`src/rtl/audio_serial_tx.sv`:
```
// audio_serial_tx: stereo I2S serializer. Divides clk down to a bit clock,
// frames 64 bit clocks (32 per channel slot) and shifts out 16-bit
// two's-complement samples MSB first with the I2S one-bit delay. One
// holding register decouples the upstream valid/ready handshake from the
// frame-aligned load of the left/right shift words.
module audio_serial_tx #(
    parameter int CLK_DIV = 4
) (
    input  logic        clk,
    input  logic        rst,
    input  logic [15:0] left_in,
    input  logic [15:0] right_in,
    input  logic        sample_valid,
    output logic        sample_ready,
    output logic        serial_clk,
    output logic        lr_clk,
    output logic        serial_out,
    output logic        frame_start,
    output logic        underrun
);

    localparam logic [7:0] DIV_LAST = 8'(CLK_DIV - 1);

    logic [7:0]  div_q,   div_d;
    logic        sclk_q,  sclk_d;
    logic [5:0]  bit_q,   bit_d;
    logic [15:0] shl_q,   shl_d;
    logic [15:0] shr_q,   shr_d;
    logic [15:0] hl_q,    hl_d;
    logic [15:0] hr_q,    hr_d;
    logic        full_q,  full_d;
    logic        fs_q,    fs_d;
    logic        ur_q,    ur_d;

    logic        div_wrap;
    logic        fall;
    logic        load;
    logic        accept;
    logic [4:0]  slot;
    logic [3:0]  idx;
    logic [15:0] word;

    // Events: divider wrap, bit-clock falling toggle, frame load, handshake.
    assign div_wrap = (div_q == DIV_LAST);
    assign fall     = div_wrap & sclk_q;
    assign load     = fall & (bit_q == 6'd63);
    assign accept   = sample_valid & ~full_q;

    // State register; reset clears everything so timing restarts cleanly.
    always_ff @(posedge clk or negedge rst) begin
        if (!rst) begin
            div_q  <= '0;
            sclk_q <= 1'b0;
            bit_q  <= '0;
            shl_q  <= '0;
            shr_q  <= '0;
            hl_q   <= '0;
            hr_q   <= '0;
            full_q <= 1'b0;
            fs_q   <= 1'b0;
            ur_q   <= 1'b0;
        end else begin
            div_q  <= div_d;
            sclk_q <= sclk_d;
            bit_q  <= bit_d;
            shl_q  <= shl_d;
            shr_q  <= shr_d;
            hl_q   <= hl_d;
            hr_q   <= hr_d;
            full_q <= full_d;
            fs_q   <= fs_d;
            ur_q   <= ur_d;
        end
    end

    // Next state: divider, bit counter, frame load and holding-register fill.
    // The load decision uses full_q from the start of the cycle, so a pair
    // accepted in the load cycle itself waits for the following frame.
    always_comb begin
        div_d  = div_wrap ? 8'd0 : div_q + 8'd1;
        sclk_d = div_wrap ? ~sclk_q : sclk_q;
        bit_d  = fall ? bit_q + 6'd1 : bit_q;
        shl_d  = shl_q;
        shr_d  = shr_q;
        hl_d   = hl_q;
        hr_d   = hr_q;
        full_d = full_q;
        fs_d   = load;
        ur_d   = load & ~full_q;
        if (load) begin
            if (full_q) begin
                shl_d  = hl_q;
                shr_d  = hr_q;
                full_d = 1'b0;
            end else begin
                shl_d = '0;
                shr_d = '0;
            end
        end
        if (accept) begin
            hl_d   = left_in;
            hr_d   = right_in;
            full_d = 1'b1;
        end
    end

    // Serial data: slot positions 1..16 carry the sample MSB first; the
    // delay bit at position 0 and the padding at 17..31 are zero.
    always_comb begin
        slot       = bit_q[4:0];
        word       = bit_q[5] ? shr_q : shl_q;
        idx        = 4'(5'd16 - slot);
        serial_out = 1'b0;
        if ((slot >= 5'd1) && (slot <= 5'd16)) begin
            serial_out = word[idx];
        end
    end

    assign sample_ready = ~full_q;
    assign serial_clk   = sclk_q;
    assign lr_clk       = bit_q[5];
    assign frame_start  = fs_q;
    assign underrun     = ur_q;

endmodule

```
`config.mk`:
```
export PLATFORM = sky130hd
export DESIGN_NAME = audio_serial_tx
export DESIGN_NICKNAME = d
export VERILOG_FILES = /design/src/rtl/audio_serial_tx.sv
export SDC_FILE = /design/constraint.sdc
export NUM_CORES = 1
export LEC_CHECK = 0
export CAP_MARGIN = 20
export CORE_UTILIZATION = 40
export CTS_BUF_LIST = sky130_fd_sc_hd__clkbuf_4 sky130_fd_sc_hd__clkbuf_8 sky130_fd_sc_hd__clkbuf_16
export CTS_CLUSTER_DIAMETER = 30
export DETAILED_ROUTE_END_ITERATION = 8
export HOLD_SLACK_MARGIN = 0.15
export PLACE_DENSITY = 0.6
export SKIP_CTS_REPAIR_TIMING = 1
export SYNTH_ARGS = -nofsm -noshare
export SYNTH_HDL_FRONTEND = slang
export SYNTH_SLANG_ARGS = --single-unit
export TNS_END_PERCENT = 20
```
`constraint.sdc`:
```
create_clock -name clk -period 3.3 [get_ports clk]
set_input_delay 0.33 -clock clk [delete_from_list [all_inputs] [get_ports clk]]
set_output_delay 0.33 -clock clk [all_outputs]
set_load 0.1 [all_outputs]
```
# Yosys cells after proc, flatten, opt, wreduce, memory -nomap -nowiden
# Cells that the tools add are included.
# op_classes
eq_ne,2
bitwise,6
addsub,3
n_mux,9
reduce_logical,2
n_lt_le_gt_ge,3
# op_table
operator,n
16-bit 2-to-1 mux,3
8-bit by 1-bit adder with 8-bit output (second input constant),1
8-bit by 2-bit == test with 1-bit output (second input constant),1
8-bit 2-to-1 mux,1
6-bit by 1-bit adder with 6-bit output (second input constant),1
6-bit == test (second input constant),1
5-bit by 1-bit greater-or-equal comparator with 1-bit output (second input constant),1
5-bit less-or-equal comparator (second input constant),1
4-bit by 5-bit < comparator with 1-bit output (second input constant),1
1-bit AND,4
1-bit binary-select mux with 4-bit select,1
1-bit 2-to-1 mux,4
1-bit by 4-bit subtractor with 4-bit output (first input constant),1
1-bit inverter,2
2-bit nonzero test,1
1-bit logical AND,1
# totals
output_inout_bits,6
wordCells,35
in_bits,35
reg_bits,82

# Depth between registers and ports, before layout
# logic_depth
word_depth,5
depth_mapped,8
ltp_nobuf,6

# Least setup slack after synthesis
# Ideal clock, no wire load.
# synth_path
kind,register to output
start,register bit_q[5]
end,output serial_out
t_required_ps,2970
stages_incl_launch_ff,7
path_buffers,2
arrival_time_ps,4822
slack_ps,-1852
cell_sequence,dfrtp_1 > buf_6 > buf_12 > mux2i_1 > mux4_2 > nand3_1 > nor4bb_1
# synth_via
elab_chain_cells,4
# synth_lines
item,line_no,text
"start, declared",26,"logic [5:0] bit_q, bit_d;"
"start signal, assigned",65,bit_q <= bit_d;
16-bit 2-to-1 mux,111,word = bit_q[5] ? shr_q : shl_q;
1-bit binary-select mux with 4-bit select,115,serial_out = word[idx];
1-bit 2-to-1 mux (not written as such),115,
1-bit 2-to-1 mux,114,if ((slot >= 5'd1) && (slot <= 5'd16)) begin
"end, declared",17,"output logic serial_out,"
# Every way passes these cells. The select of a mux whose other input is x is not followed.

# Final worst setup path
# layout_path
start,register bit_q[0]
end,output serial_out
# layout_via
elab_chain_cells,4
word_cells_on_any_way,7
cone_classes,add/sub: 1; order compare: 2; mux: 3; reduce/logical: 1
# layout_lines
item,line_no,text
1-bit by 4-bit subtractor with 4-bit output,112,idx = 4'(5'd16 - slot);
1-bit binary-select mux with 4-bit select,115,
1-bit 2-to-1 mux (not written as such),115,
1-bit 2-to-1 mux (*),114,
# Every way passes the cells marked *; elsewhere a longest branch is shown, timed or not. The select of a mux whose other input is x is not followed.

==> out/results.env <==
NUMBER_OF_GLOBAL_ROUTE_VIAS_BEFORE_REPAIR=2352
CTS_TREE='done'
SYNTH.CELLS.MOST_FREQUENT='dfrtp_1, mux2i_1, nand2_1'
CP_SLOWEST_STAGE_DELAY_NS=0.48
DETAILEDROUTE.FIRSTPASSITERATIONCOUNT=4
MIN_PERIOD_OVER_PERIOD_PCT=90.86
MAX_FREQ_GHz=0.3335
DRC=0
SETUP_TNS_NS=0
KIND_OF_CAPTURE_POINT_OF_THE_WORST_SETUP_PATH='primary output'
SYNTHTOLAYOUTAREAGROWTH_PCT=18.47
CLK_TRANSITION_REPORTED_PATHS_NS=0.09
POST_SYNTH_INSTANCE_AREA_UM2=3754
YOSYS.AREA.TOP_TYPE='dfrtp_1'
NUMCLOCKSINKS=82
STATUS='complete, no violations'
TIMING.FINAL.WS_SETUP_NS=0.3015
CRITPATHSLOWESTCELL='dfrtp_2'
ROUTED_WIRELENGTH_UM=6274
SYNTH-EDFF-COUNT=0
PRE_CTS_WS_NS=0.4915
FINALNETCOUNT=385
SKEW_FINAL_NS=0.01196
CRIT_BUF_INV=3
FP.DIEH_UM=98.87
YOSYSMOSTFREQUENTCELL='dfrtp_1'
POST_SYNTH_MAIN_AREA_CONTRIBUTORS='dfrtp_1, mux2_2, mux2i_1'
SYNTH-ASYNC-RESET-RATIO_PCT=100.0
GLOBAL_ROUTE.OVERFLOW_TOTAL=0
CLOCK_LATENCY_NS=0.35
SYNTH_CELLS=306
GRT_SETUP_UNREPAIRED='false'
ROOT_BUFFER='clkbuf_8'
FINAL.MIN_CLOCK_PERIOD_NS=2.999
VIAS=2250
PATH_DELAY_FAMILY='buffers and inverters'
HTREE_LEVELS=3
SHARE_OF_THE_SYNTHESIZED_AREA_IN_THE_TOP_CELL_TYPE_PCT=54.67
TRITONCTS.NUM_BUFFERS=9
ROUTED_VIA_DENSITY=4.913
FINALSETUPVIOLATIONS=0
CRIT_REQUIRED_NS=2.97
DRT_ITER0_MARKERS=71
REPORT.FINAL.HOLD_VIOL_COUNT=0
SYN-NUM-NETS=345
SLEW_VIOL_FINAL=0
TIMING.CRITICAL_PATH.ARRIVAL_NS=2.67
DETAILED_PLACE.AREA_UM2=4230
MAXCAP_VIOL_COUNT=0
ROUTE.DETAILED.WL_PER_INST_UM=13.70
IO_BUFFERS=40
CRITICAL_PATH.STARTPOINT_TYPE='register'
FINAL_DESIGN_AREA_NO_FILL_UM2=4447
ROWS=34
DESIGN.DIE.AREA_UM2=9775
POWER-PER-CELL-AREA_nW_PER_UM2=497.6
TIMING.HOLD.WORST.CLASS='in2async'
GRT_ANTENNA_BEFORE_REPAIR=0
SYNTH-SEQ-CELLS=82
YS.WARNINGS.COUNT=0
STANDARD_CELL_CORE_AREA_UM2=8891
POST-DP-HPWL_UM=4226
POSTSYNTH.TOPFLOPCELL='dfrtp_1'
SYNTH.YOSYS.SEQ_AREA_SHARE_PCT=54.67
GRT_FIRST_PASS_WIRELENGTH_UM=11160
MAXSLEWHEADROOM_PCT=35.12
CHIPWIDTH_UM=98.87
NUMBER_OF_PRIMARY_I_O_PINS=41
YOSYS.CELL_TYPES.COUNT=33
TIGHTEST_SLEW_NS=0.9701
CRITICAL_PATH_CLASS='reg2out'
LAYOUT-DRIVE-GT1-SHARE_PCT=20.57
CTSLONGESTPATHBUFFERS=2
IR_WORST_VDD_V=0.0002483
POSTSYNTHAREAPERCELL_UM2=12.27
CRIT_CHAIN='inv_1, ha_1, mux4_2, and2_0, a2111oi_1, buf_4, nor4bb_4, buf_12'
GR-USAGE-ALL-LAYERS_PCT=14.61
ANTENNA_LEFT=0
ANTENNADIODECOUNT=0
GP_CONGESTION=0.7646
CRITICAL_PATH_PEAK_FANOUT=10
INITIAL_STANDARD_CELL_UTILIZATION_OF_THE_CORE_PCT=42.22
GRT_MAX_DEGREE=83
POWER_LEAKAGE_nW=2.163
## worst reg2reg max path, stage by stage, from the launching register on
cell	delay (ns)
dfrtp_1	0.39
ha_1	0.21
nor3b_1	0.22
and3_1	0.41
nand4_1	0.18
buf_4	0.31
a21o_1	0.26
## final cells by class
| class | instances | area (um^2) |
|---|---|---|
| fill | 789 | 4444 |
| sequential | 82 | 2054 |
| multi-input combinational | 170 | 1455 |
| timing repair buffer | 47 | 490.5 |
| clock buffer | 10 | 137.6 |
| inverter | 36 | 135.1 |
| tap | 108 | 135.1 |
| clock inverter | 5 | 38.79 |
## placed cells by master, fill, tap and decap left out, types with 4 or more instances in the layout
cell / instances
ha_1: 4
inv_1: 36
nand3_1: 4
nand2_1: 37
mux2_2: 36
nor2_1: 5
buf_4: 7
mux4_2: 5
xnor2_1: 11
dfrtp_1: 80
and3_1: 5
clkbuf_8: 10
mux2i_1: 40
clkdlybuf4s50_1: 36
## path summary, 6_finish.rpt
| path | from | to | slack [ns] | depth (start not counted) |
|---|---|---|---|---|
| hold / removal | rst | hr_q[11]$_DFFE_PN0P_ | 0.39 | 2 |
| min in group clk | div_q[0]$_DFF_PN0_ | div_q[0]$_DFF_PN0_ | 0.49 | 1 |
| max in group asynchronous | rst | bit_q[5]$_DFFE_PN0P_ | 2.28 | 3 |
| setup / recovery | bit_q[0]$_DFFE_PN0P_ | serial_out | 0.30 | 8 |
| setup reg to reg | div_q[0]$_DFF_PN0_ | full_q$_DFFE_PN0P_ | 1.22 | 6 |
| hold reg to reg | div_q[0]$_DFF_PN0_ | div_q[0]$_DFF_PN0_ | 0.49 | 1 |
## stage by stage
step / total power [mW] / utilization [%] / hold slack [ns] / instances
floorplan: 1.459 / - / 0.03441 / 306
global placement: 1.571 / 47.58 / 0.4763 / 441
detailed placement: 1.584 / 47.58 / 0.4786 / 441
CTS: 2.251 / 49.56 / 0.1934 / 456
global route: 2.337 / 50.01 / 0.4085 / 458
finish: 2.213 / 50.01 / 0.3929 / 458
## power by group
part	total, mW	switching, mW	internal [mW]	leakage, nW
Sequential	1.24	0.0807	1.16	1.05
Clock	0.656	0.362	0.294	0.0887
Combinational	0.320	0.123	0.197	1.02
## cell families (layout without fill, tap and decap cells)
family,after synthesis,after routing,share of synthesized area [%]
xor+xnor,13,13,3.033
mux,81,81,24.47
simple gates,64,64,8.000
fa+ha+maj,4,4,1.333
compound gates,8,8,1.434
buf+inv,54,98,7.067
flops,82,82,54.67
## per-layer routing
metal  track usage [%]  vias to the layer above  part of all wire [%]
li1                  -                     1085                     -
met1             19.01                     1122                    48
met2             23.45                       34                    47
met3             4.043                        9                   3.8
met4             5.166                        0                   1.5
met5                 0                        -                     0
## state kept, by name, indices dropped and copies added (netlist names)
name,flops
hr_q,16
div_q,8
underrun,1
shl_q,16
full_q,1
serial_clk,1
hl_q,16
shr_q,16
bit_q,6
frame_start,1
No activity file was read; power rests on OpenSTA's default activity.
